### src/rtl/ultrasonido_pkg.sv
// Shared types and timing defaults for the ultrasonic ranging path.
package ultrasonido_pkg;

    typedef enum logic [2:0] {
        IDLE      = 3'd0,
        TRIG      = 3'd1,
        WAIT_RISE = 3'd2,
        MEASURE   = 3'd3,
        REPORT    = 3'd4
    } state_t;

    localparam int unsigned COUNT_W   = 8;
    localparam int unsigned COUNT_MAX = 255;

    localparam int unsigned CLK_HZ             = 50_000_000;
    localparam int unsigned DEF_TRIG_CYCLES    = CLK_HZ / 100_000;          // 10 us
    localparam int unsigned DEF_TICK_CYCLES    = (CLK_HZ / 1_000_000) * 29; // 29 us
    localparam int unsigned DEF_TIMEOUT_CYCLES = (CLK_HZ / 1_000) * 38;     // 38 ms

    // Measurement result: round-trip count plus its status flags.
    typedef struct packed {
        logic [COUNT_W-1:0] count;
        logic               timeout;
        logic               overflow;
    } result_t;

    // Counter width for a cycle limit; never narrower than one bit.
    function automatic int unsigned cnt_w(input int unsigned cycles);
        return (cycles > 1) ? $clog2(cycles) : 1;
    endfunction

endpackage

### src/rtl/echo_timer_if.sv
// Request/result signals between the ranging controller and the echo timer.
interface echo_timer_if;
    import ultrasonido_pkg::*;

    logic               start;
    logic               echo;
    logic               trigger;
    logic [COUNT_W-1:0] count;
    logic               calculate;
    logic               busy;
    logic               timeout;
    logic               overflow;

    modport master (
        output start, echo,
        input  trigger, count, calculate, busy, timeout, overflow
    );

    modport slave (
        input  start, echo,
        output trigger, count, calculate, busy, timeout, overflow
    );
endinterface

### src/rtl/sync_edge.sv
// Two-flop synchroniser for an asynchronous level plus a registered copy
// used to flag rising and falling edges of the synchronised signal.
module sync_edge (
    input  logic clk,
    input  logic reset,
    input  logic async_in,
    output logic rise,
    output logic fall
);
    logic meta;
    logic sync;
    logic prev;

    always_ff @(posedge clk) begin
        if (reset) begin
            meta <= 1'b0;
            sync <= 1'b0;
            prev <= 1'b0;
        end else begin
            meta <= async_in;
            sync <= meta;
            prev <= sync;
        end
    end

    // Both edges see the same three-flop latency, so pulse widths are preserved.
    assign rise = sync & ~prev;
    assign fall = ~sync & prev;
endmodule

### src/rtl/echo_timer.sv
// Ultrasonic front end: fires the sensor trigger, times the echo pulse in
// one-way centimetre ticks and reports the round-trip count with a strobe.
module echo_timer
    import ultrasonido_pkg::*;
#(
    parameter int unsigned TRIG_CYCLES    = DEF_TRIG_CYCLES,
    parameter int unsigned TICK_CYCLES    = DEF_TICK_CYCLES,
    parameter int unsigned TIMEOUT_CYCLES = DEF_TIMEOUT_CYCLES
) (
    input  logic        clk,
    input  logic        reset,
    echo_timer_if.slave bus
);
    localparam int unsigned TRIG_W = cnt_w(TRIG_CYCLES);
    localparam int unsigned TICK_W = cnt_w(TICK_CYCLES);
    localparam int unsigned TO_W   = cnt_w(TIMEOUT_CYCLES);

    state_t            state;
    state_t            state_n;
    logic [TRIG_W-1:0] trig_cnt;
    logic [TRIG_W-1:0] trig_cnt_n;
    logic [TICK_W-1:0] presc;
    logic [TICK_W-1:0] presc_n;
    logic [TO_W-1:0]   to_cnt;
    logic [TO_W-1:0]   to_cnt_n;
    result_t           acc;
    result_t           acc_n;
    result_t           res;
    result_t           res_n;
    logic              trigger_q;
    logic              trigger_n;
    logic              calc_q;
    logic              calc_n;
    logic              busy_q;
    logic              busy_n;

    logic              echo_rise;
    logic              echo_fall;
    logic              trig_done;
    logic              tick;
    logic              to_done;

    sync_edge u_sync (
        .clk      (clk),
        .reset    (reset),
        .async_in (bus.echo),
        .rise     (echo_rise),
        .fall     (echo_fall)
    );

    assign trig_done = (trig_cnt == TRIG_W'(TRIG_CYCLES - 1));
    assign tick      = (presc == TICK_W'(TICK_CYCLES - 1));
    assign to_done   = (to_cnt == TO_W'(TIMEOUT_CYCLES - 1));

    // State register.
    always_ff @(posedge clk) begin
        if (reset) begin
            state <= IDLE;
        end else begin
            state <= state_n;
        end
    end

    // Counters, accumulator and registered outputs.
    always_ff @(posedge clk) begin
        if (reset) begin
            trig_cnt  <= '0;
            presc     <= '0;
            to_cnt    <= '0;
            acc       <= '0;
            res       <= '0;
            trigger_q <= 1'b0;
            calc_q    <= 1'b0;
            busy_q    <= 1'b0;
        end else begin
            trig_cnt  <= trig_cnt_n;
            presc     <= presc_n;
            to_cnt    <= to_cnt_n;
            acc       <= acc_n;
            res       <= res_n;
            trigger_q <= trigger_n;
            calc_q    <= calc_n;
            busy_q    <= busy_n;
        end
    end

    // Next-state and datapath decode.
    always_comb begin
        state_n    = state;
        trig_cnt_n = trig_cnt;
        presc_n    = presc;
        to_cnt_n   = to_cnt;
        acc_n      = acc;
        res_n      = res;

        case (state)
            IDLE: begin
                if (bus.start) begin
                    state_n        = TRIG;
                    trig_cnt_n     = '0;
                    presc_n        = '0;
                    to_cnt_n       = '0;
                    acc_n          = '0;
                    res_n.timeout  = 1'b0;
                    res_n.overflow = 1'b0;
                end
            end

            TRIG: begin
                if (trig_done) begin
                    state_n  = WAIT_RISE;
                    to_cnt_n = '0;
                end else begin
                    trig_cnt_n = trig_cnt + TRIG_W'(1);
                end
            end

            WAIT_RISE: begin
                if (echo_rise) begin
                    state_n  = MEASURE;
                    to_cnt_n = '0;
                    presc_n  = '0;
                end else if (to_done) begin
                    state_n       = REPORT;
                    acc_n.timeout = 1'b1;
                end else begin
                    to_cnt_n = to_cnt + TO_W'(1);
                end
            end

            MEASURE: begin
                // The cycle on which the fall is seen still advances the prescaler.
                if (tick) begin
                    presc_n = '0;
                    if (acc.count == COUNT_W'(COUNT_MAX)) begin
                        acc_n.overflow = 1'b1;
                    end else begin
                        acc_n.count = acc.count + COUNT_W'(1);
                    end
                end else begin
                    presc_n = presc + TICK_W'(1);
                end

                if (echo_fall) begin
                    state_n = REPORT;
                end else if (to_done) begin
                    state_n       = REPORT;
                    acc_n.timeout = 1'b1;
                end else begin
                    to_cnt_n = to_cnt + TO_W'(1);
                end
            end

            REPORT: begin
                state_n = IDLE;
                res_n   = acc;
            end

            default: begin
                state_n = IDLE;
            end
        endcase

        trigger_n = (state_n == TRIG);
        busy_n    = (state_n != IDLE);
        calc_n    = (state == REPORT);
    end

    assign bus.trigger   = trigger_q;
    assign bus.calculate = calc_q;
    assign bus.busy      = busy_q;
    assign bus.count     = res.count;
    assign bus.timeout   = res.timeout;
    assign bus.overflow  = res.overflow;
endmodule

### src/flat_wrapper.sv
// flat-port wrapper written by rule: the top's interface ports become plain ports
module echo_timer_flat import ultrasonido_pkg::*;
#(
    parameter int unsigned TRIG_CYCLES    = DEF_TRIG_CYCLES,
    parameter int unsigned TICK_CYCLES    = DEF_TICK_CYCLES,
    parameter int unsigned TIMEOUT_CYCLES = DEF_TIMEOUT_CYCLES
)
  (clk, reset, bus_start, bus_echo, bus_trigger, bus_count, bus_calculate, bus_busy, bus_timeout, bus_overflow);
  echo_timer_if bus_i ();
  input  logic clk;
  input  logic reset;
  input wire logic [$bits(bus_i.start)-1:0] bus_start;
  input wire logic [$bits(bus_i.echo)-1:0] bus_echo;
  output wire logic [$bits(bus_i.trigger)-1:0] bus_trigger;
  output wire logic [$bits(bus_i.count)-1:0] bus_count;
  output wire logic [$bits(bus_i.calculate)-1:0] bus_calculate;
  output wire logic [$bits(bus_i.busy)-1:0] bus_busy;
  output wire logic [$bits(bus_i.timeout)-1:0] bus_timeout;
  output wire logic [$bits(bus_i.overflow)-1:0] bus_overflow;
  assign bus_i.start = bus_start;
  assign bus_i.echo = bus_echo;
  assign bus_trigger = bus_i.trigger;
  assign bus_count = bus_i.count;
  assign bus_calculate = bus_i.calculate;
  assign bus_busy = bus_i.busy;
  assign bus_timeout = bus_i.timeout;
  assign bus_overflow = bus_i.overflow;
  echo_timer #(.TRIG_CYCLES(TRIG_CYCLES), .TICK_CYCLES(TICK_CYCLES), .TIMEOUT_CYCLES(TIMEOUT_CYCLES)) u_core (.clk(clk), .reset(reset), .bus(bus_i));
endmodule
### config.mk
export PLATFORM = sky130hd
export DESIGN_NAME = echo_timer_flat
export DESIGN_NICKNAME = d
export VERILOG_FILES = /design/src/rtl/ultrasonido_pkg.sv /design/src/rtl/echo_timer_if.sv /design/src/rtl/sync_edge.sv /design/src/rtl/echo_timer.sv /design/src/flat_wrapper.sv
export SDC_FILE = /design/constraint.sdc
export NUM_CORES = 1
export LEC_CHECK = 0
export ABC_AREA = 1
export CAP_MARGIN = 20
export CORE_ASPECT_RATIO = 0.75
export CORE_MARGIN = 2
export CORE_UTILIZATION = 62
export CTS_BUF_LIST = sky130_fd_sc_hd__clkbuf_2
export DETAILED_ROUTE_END_ITERATION = 10
export PLACE_DENSITY = 0.82
export SYNTH_ARGS = -nofsm -noshare
export SYNTH_HDL_FRONTEND = slang
export SYNTH_SLANG_ARGS = --single-unit
### constraint.sdc
create_clock -name clk -period 2.1 [get_ports clk]
set_clock_uncertainty 0.2 [all_clocks]
set_input_delay 0.42 -clock clk [delete_from_list [all_inputs] [get_ports clk]]
set_output_delay 0.42 -clock clk [all_outputs]
set_load 0.01 [all_outputs]
---- Word-level counts from Yosys, hierarchy flattened ----
Index checks and enable logic that the tools add are counted.
word-level totals
  bits in registers ....................... 70
  output and inout port bits .............. 13
  word-level logic and storage cells ...... 88
operators by class
  add/sub/neg operators ................... 4
  mux-type cells .......................... 32
  equal/unequal tests ..................... 18
  reductions and logical operators ........ 14
  bitwise gates (word level) .............. 4
operators by type and width
  cell                                                   number
  2-to-1 mux 21 bit                                      5
  one-hot mux 21 bit (4 select lines)                    1
  2-to-1 mux 11 bit                                      3
  one-hot mux 11 bit (3 select lines)                    1
  adder 21 x 1 -> 21 bit, second input constant          1
  == test 21 bit, second input constant                  1
  2-to-1 mux 9 bit                                       2
  one-hot mux 9 bit (2 select lines)                     1
  2-to-1 mux 8 bit                                       2
  one-hot mux 8 bit (2 select lines)                     1
  AND reduction 4 bit                                    4
  2-to-1 mux 3 bit                                       5
  one-hot mux 3 bit (4 select lines)                     1
  adder 11 x 1 -> 11 bit, second input constant          1
  == test 11 bit, second input constant                  1
  2-to-1 mux 10 bit                                      1
  inequality test 2 bit, second input constant           5
  adder 9 x 1 -> 9 bit, second input constant            1
  == test 9 bit, second input constant                   1
  adder 8 x 1 -> 8 bit, second input constant            1
  == test 8 bit, second input constant                   1
  inequality test 2 x 1 -> 1 bit, second input constant  4
  == test 3 x 1 -> 1 bit, second input constant          2
  == test 3 x 2 -> 1 bit, second input constant          2
  14 further kinds                                       24

---- Logic depth before layout (Yosys ltp) ----
Gate-level depths: netlist (run 1).
  depth in word-level cells ............... 5
  gate-level depth with buffers ........... 13
  mapped depth without buffers ............ 12

---- Modules after synthesis ----
From an unflattened synthesis (run 1), not the netlist that was laid out.
unflattened totals
  cells, all modules ...................... 522
  area total of the unflattened synthesis .. 3,590.9 um^2
modules (own cells, without submodules)
  module      cells an instance  area an instance (um^2)  instances
  echo_timer  510                3,497.1                  1
  sync_edge   12                 93.8                     1

---- Least setup slack after synthesis (run 1) ----
OpenSTA, ideal clock, no wires.
  path kind ............................... flip-flop to flip-flop
  start point ............................. register u_core.trig_cnt[0]
  end point ............................... register u_core.to_cnt[10]
  arrival time ............................ 1,444 ps
  clock period less this slack ............ 1,762 ps
  library setup time ...................... 117 ps
  setup slack ............................. 338 ps
  stages on the path, launching flop included .. 12
  cells stage by stage .................... dfxtp_1 -> ha_1 -> inv_1 -> nor2_1 -> nand3_1 -> nand2_2 -> nand2_4 -> nor2_4 -> buf_6 -> nand2_1 -> o21ai_2 -> a21oi_2
between the ends
  cells in the longest elaborated chain, start to end .. 3
ends and longest elaborated chain
  element                                   line              source
  start: declaration                        echo_timer.sv:20  logic [TRIG_W-1:0] trig_cnt;
  start signal: assignment                  echo_timer.sv:76  trig_cnt <= trig_cnt_n;
  == test 9 bit                             echo_timer.sv:51  assign trig_done = (trig_cnt == TRIG_W'(TRIG_CYCLES - 1));
  inequality test 2 x 1 -> 1 bit (no line)  --
  AND reduction 4 bit (no line)             --
  end signal: assignment                    echo_timer.sv:78  to_cnt <= to_cnt_n;
  end: declaration                          echo_timer.sv:24  logic [TO_W-1:0] to_cnt;
No other way between the ends.
A chain may end at the register's enable or synchronous reset.

---- Worst setup path in the final report (run 1) ----
  start point ............................. register u_core.res (netlist bit u_core.bus.count[5])
  end point ............................... output bus_count[5]
RTL lines
  element                   line                source
  start: declaration        echo_timer.sv:28    result_t res;
  start signal: assignment  echo_timer.sv:80    res <= res_n;
  end: declaration          flat_wrapper.sv:15  output wire logic [$bits(bus_i.count)-1:0] bus_count;
No word-level cell between the ends.

==> run_results.csv, run 1 <==
group,metric,value,unit
outcome,outcome,"finished, final reports clean",
timing,max_freq,0.4925,GHz
placement,io_buffers,16,
detailed_routing,vias,3654,
critical_path,critPathKind,"reg2out",
placement,gp_congestion,0.9397,
cts,numClockSinks,70,
detailed_routing,drtAntennaViolNets,0,
power_and_ir_drop,p_sw,656.7,uW
cells_and_area,regArea,1413,sq um
job,drv_cap,0,
synthesis,syn_area_per_cell,6.694,sq um
die,initial_core_util,65.74,%
power_and_ir_drop,seq_power_share,54.4,%
critical_path,crit_required,1.48,ns
synthesis,ys_async_sr_fraction,0,%
synthesis,ys_ff_latch,70,
grt,grt.overflow.total,0,
cells_and_area,fin_nets,596,
critical_path,path_buf_inv,1,
timing,setup_violations,0,
synthesis,synthTopCellsByCount,"nand2_1, nor2_1, dfxtp_1, inv_1, nand3_1",
critical_path,critPathLaunchType,"flop",
critical_path,r2r_slack,0.14,ns
placement,dp.cells,647,
cts,cts_inserted_buffers,9,
grt,grt_max_degree,19,
power_and_ir_drop,pwr-share-clk,35.5,%
detailed_routing,drt_iter0_markers,289,
detailed_routing,first_pass_iters,5,
cells_and_area,final_cell_count_no_fill,667,
synthesis,synth_cells,537,
timing,finalCritPeriodShare,96.69,%
cells_and_area,area_growth,17.72,%
cts,cts.path.max_buffers,2,
critical_path,cp_top_family,"buffers and inverters",
synthesis,yosysWarnings,0,
timing,setup_ws,0.06947,ns
cells_and_area,nFillCells,443,
worst_hold_path,worstHoldPathType,"in2reg",
placement,post-dp-hpwl,6095,um
die,die_area,6429,sq um
detailed_routing,wire_per_inst,13.11,um
cts,clk_latency,0.53,ns
cts,cts_max_level,3,
cells_and_area,n_antenna_cell,0,
critical_path,slowest_stage,"clkdlybuf4s50_1",
power_and_ir_drop,p_leak,0.001870,uW
timing,worst_pin_slew,0.3777,ns
cells_and_area,drive_gt1_share,14.36,%
timing,rsz0062_at_grt,"yes",
cts,cts_tree,"yes",
power_and_ir_drop,pwr-share-comb,10.2,%
critical_path,cp-end-kind,"output port",
critical_path,critical_path.max_fanout,2,
synthesis,synth_area_leaders,"dfxtp_1, nand2_1, nor2_1",
grt,track_usage,27.84,%
detailed_routing,drt_wl_total,8743,um
die,die_h,69.94,um
cts,cts_root_buf,"clkbuf_2",
cts,clk_pin_slew,0.19,ns
synthesis,syn_nets,546,
die,io_pins,17,
die,core_area,5468,sq um
power_and_ir_drop,cell_internal_pwr,1852,uW
timing,slew_violations,0,
synthesis,synth_seq_area_share,38.98,%
power_and_ir_drop,power_density,592.9,nW/um^2
die,rows,23,
synthesis,syn_area,3595,sq um
critical_path,crit_chain,"clkdlybuf4s50_1",
synthesis,synth_edf_count,0,
synthesis,synth_top_area_share,38.98,%
power_and_ir_drop,ir_drop,0.4581,mV
die,die_x,91.93,um
synthesis,synthMostInstantiatedCell,"nand2_1",
cells_and_area,multi_input_area,1867,sq um
timing,slew_headroom,74.63,%
timing,period_minus_slack,2.031,ns
grt,grt_pass1_vias,3347,
grt,grt_pass1_wl,14590,um
synthesis,yosysTopAreaCell,"dfxtp_1",
critical_path,arrival,1.41,ns
synthesis,synth.distinct_cells,38,
grt,antenna_found_initial,0,
placement,pre_cts_ws,-0.2196,ns
timing,hold_viol,0,
detailed_routing,avgViaCountPerCell,5.478,
detailed_routing,drc,0,
synthesis,ys.flop_type,"dfxtp_1",
power_and_ir_drop,sw_frac_of_total,26.17,%
critical_path,max_stage_delay,0.52,ns
cts,ctsHoldBuffers,0,
[final timing paths]
path | depth (start not counted) | from | to
worst min register to register | 2 | u_core.u_sync.meta$_SDFF_PP0_ | u_core.u_sync.sync$_SDFF_PP0_
worst max register to register | 12 | u_core.trig_cnt[0]$_SDFFE_PP0P_ | u_core.to_cnt[4]$_SDFFE_PP0P_
worst max-delay path | 1 | u_core.bus.count[5]$_SDFFE_PP0P_ | bus_count[5]
worst min-delay path | 3 | bus_echo | u_core.u_sync.meta$_SDFF_PP0_
[registers in the layout (all words and copies together), names as in the netlist]
signal                flops
u_core.to_cnt            21
u_core.bus.busy           1
u_core.u_sync.prev        1
u_core.u_sync.sync        1
u_core.u_sync.meta        1
u_core.acc               10
u_core.trig_cnt           9
u_core.bus.timeout        1
u_core.presc             11
u_core.bus.trigger        1
u_core.state              3
u_core.bus.overflow       1
u_core.bus.count          8
u_core.bus.calculate      1
[power by group through the flow]
stage | clock network (uW) | registers (uW) | logic [uW]
after CTS | 898 | 1360 | 236
final | 889 | 1360 | 256
after global routing | 956 | 1370 | 282
after detailed placement | 0 | 1390 | 234
after global placement | 0 | 1390 | 229
after floorplan | 0 | 1390 | 144
[logic make-up (layout without fill, tap and decap cells)]
| family | count (synthesis) | count (layout) | share of synthesized area, % |
|---|---|---|---|
| adders and majority gates | 5 | 5 | 1.740 |
| xor gates and xnor gates | 10 | 10 | 2.437 |
| and+or+nand+nor | 303 | 304 | 37.07 |
| AOI/OAI and AO/OA | 63 | 63 | 10.06 |
| DFF | 70 | 70 | 38.98 |
| buffers and inverters | 86 | 140 | 9.711 |
[per-stage QoR]
step	total power [uW]	util, %	setup TNS [ns]	hold slack [ns]	area (sq um)
after detailed placement	1624	73.18	-4.105	0.1985	4001
after global routing	2606	77.39	-0.005262	0.1684	4232
after global placement	1619	73.18	-2.273	0.1966	4001
after CTS	2497	75.68	0	0.1631	4138
after floorplan	1533	-	0	0.1883	3595
final	2509	77.39	0	0.1973	4232
[layer usage]
layer	global-route usage, %	share of wire, %
met3	6.365	5.8
met1	35.85	46
met4	10.28	1.9
met2	45.83	46
met5	0	0
[what timing repair did]
| action | in CTS | in global routing |
|---|---|---|
| resized for setup | 0 | 25 |
| setup endpoints to repair | 0 | 30 |
| setup buffers | 0 | 3 |
| hold endpoints to repair | 0 | 0 |
[placed cells by master, fill, tap and decap left out, drive strengths merged]
cell,n
a211oi,1
a21o,1
a21oi,30
a31oi,3
and3,1
buf,31
bufinv,2
clkbuf,10
clkdlybuf4s50,7
clkinv,5
clkinvlp,1
dfxtp,70
dlymetal6s2s,9
ha,5
inv,75
nand2,119
nand3,38
nand3b,3
nand4,19
nor2,100
nor3,17
nor3b,2
nor4,3
o21ai,22
o21bai,3
o22ai,3
or2,2
xnor2,2
xor2,8
[layout make-up]
| class | count | share of cell area [%] |
|---|---|---|
| clock buffers | 10 | 1.183 |
| clock inverters | 6 | 2.040 |
| inverters | 77 | 6.949 |
| multi-input cells | 382 | 44.12 |
| flip-flops and latches | 70 | 33.38 |
| well taps | 75 | 2.218 |
| repair buffers | 47 | 10.11 |
Power figures use the tool's default switching activity.
==> run 2, diff against run 1 <==
Settings changed: MAX_ROUTING_LAYER set to met4.
==> run 2 against run 1 <==
  * Critical path type unchanged
  * Count of clock-buffer cells in the layout unchanged
  * Flip-flop and latch count is the same
  * Non-clock buffer count unchanged
  * Sequential share of layout area rose by 0.25 points
  * Critical path depth is the same
==> run_results.csv, run 2 (synthesis results as in run 1) <==
group,metric,value,unit
detailed_routing,topRoutingLayerUsed,"met4",
power_and_ir_drop,p_leak,0.001847,uW
timing,max_freq,0.4888,GHz
grt,antenna_found_initial,0,
critical_path,arrival,1.43,ns
detailed_routing,route.met3.wl,521,um
die,rows,23,
cts,numClockSinks,70,
critical_path,cp_top_family,"buffers and inverters",
cells_and_area,largest_reg_flops,21,
critical_path,slowest_stage,"clkdlybuf4s50_1",
die,initial_core_util,65.74,%
critical_path,critPathKind,"reg2out",
timing,setup_ws,0.05412,ns
detailed_routing,avgViaCountPerCell,5.440,
placement,pre_cts_ws,-0.2080,ns
cts,cts_max_level,3,
placement,io_buffers,16,
cts,cts_tree,"yes",
timing,finalCritPeriodShare,97.42,%
worst_hold_path,worstHoldPathType,"in2reg",
cts,cts.path.max_buffers,2,
critical_path,critical_path.max_fanout,2,
critical_path,crit_chain,"clkdlybuf4s50_1",
outcome,outcome,"finished, final reports clean",
cells_and_area,final_cell_mix,"nand2_1, nor2_1, inv_1",
grt,grt.overflow.total,0,
detailed_routing,drc,0,
cts,cts_root_buf,"clkbuf_2",
detailed_routing,drtAntennaViolNets,0,
critical_path,max_stage_delay,0.53,ns
cells_and_area,area_growth,17.26,%
cts,clk_pin_slew,0.19,ns
worst_hold_path,worstHoldStart,"bus_echo",
detailed_routing,m1WireLength,4056,um
cells_and_area,drive_gt1_share,14.89,%
grt,track_usage,29.04,%
critical_path,path_buf_inv,1,
timing,fin_setup_tns,0,ns
cells_and_area,final_common_cell,"nand2_1",
timing,setup_violations,0,
placement,post-dp-hpwl,6288,um
detailed_routing,vias,3623,
timing,slew_violations,0,
detailed_routing,drt_iter0_markers,211,
die,die_h,69.94,um
grt,grt_max_degree,19,
critical_path,critPathLaunchType,"flop",
critical_path,r2r-start,"u_core.to_cnt[11]$_SDFFE_PP0P_",
cells_and_area,n_antenna_cell,0,
die,core_area,5468,sq um
cts,clk_latency,0.54,ns
timing,period_minus_slack,2.046,ns
timing,hold_viol,0,
grt,grt_pass1_vias,3328,
grt,grt_pass1_wl,14770,um
timing,worst_pin_slew,0.3767,ns
power_and_ir_drop,power_density,592.6,nW/um^2
cts,cts_inserted_buffers,9,
die,io_pins,17,
die,die_area,6429,sq um
cells_and_area,fin_nets,595,
cells_and_area,final_cell_count_no_fill,666,
cts,ctsHoldBuffers,0,
cells_and_area,regMostFlops,"u_core.to_cnt",
detailed_routing,wire_per_inst,13.17,um
die,die_x,91.93,um
critical_path,cp-startpoint,"u_core.bus.count[0]$_SDFFE_PP0P_",
job,drv_cap,0,
critical_path,crit_required,1.48,ns
detailed_routing,drt_wl_total,8770,um
critical_path,cp-end-kind,"output port",
detailed_routing,first_pass_iters,5,
timing,slew_headroom,74.70,%
placement,dpl_cell_area,3994,sq um
cells_and_area,fin_area,4215,sq um
detailed_routing,wl_met2,4025,um
cells_and_area,top_regs,"u_core.to_cnt: 21 flops, u_core.presc: 11 flops, u_core.acc: 10 flops",
power_and_ir_drop,ir_drop,0.3836,mV
placement,dp.cells,646,
placement,gp_congestion,0.9744,
-- run 2: cell types whose count changed in the layout (fill, tap and decap cells not counted), sizes merged --
cell / delta
clkinv: +1
clkdlybuf4s50: +1
nor2: -1
dlymetal6s2s: -1
clkinvlp: -1
-- run 2: final timing paths --
| kind | end | slack, ns | depth (start not counted) |
|---|---|---|---|
| max | bus_count[0] | 0.05 | 1 |
| min | u_core.u_sync.meta$_SDFF_PP0_ | 0.19 | 3 |
| max reg2reg | u_core.to_cnt[8]$_SDFFE_PP0P_ | 0.09 | 10 |
| min reg2reg | u_core.u_sync.sync$_SDFF_PP0_ | 0.23 | 2 |
-- run 2: cell type report --
cell class / instances / area [sq um]
clock buffer: 10 / 50.05
clock inverter: 6 / 86.33
fill: 434 / 1252
inverter: 77 / 291.5
multi-input combinational: 381 / 1863
sequential: 70 / 1418
tap: 75 / 93.84
timing repair buffer: 47 / 412.9
-- run 2: layer usage --
metal	global-route usage, %	vias up
li1	-	1820
met1	38.20	1664
met2	45.02	113
met3	6.257	26
met4	9.287	0
met5	-	-
-- run 2: repair_timing --
action / 4_1_cts / 5_1_grt
endpoints found under the setup margin: 0 / 37
setup buffers: 0 / 4
gates resized for setup: 0 / 27
-- run 2: stage by stage --
step                      total power [uW]  util, %  hold slack (ns)
after floorplan                       1533        -           0.1883
after global placement                1617    73.04           0.1982
after detailed placement              1626    73.04           0.2022
after CTS                             2499    75.54           0.1782
after global routing                  2589    77.09           0.1770
final                                 2498    77.09           0.1919
-- run 2: report_power, final --
group / total, uW / internal, uW / switching (uW) / leakage [uW]
combinational: 249 / 102 / 147 / 0.00119
sequential: 1370 / 1350 / 16.4 / 0.000572
clock: 882 / 397 / 485 / 0.0000835
-- run 2: tightest hold or removal path: stages --
cell and delay (ns):
clkdlybuf4s50_1 0.40, inv_1 0.05, nor2_1 0.03
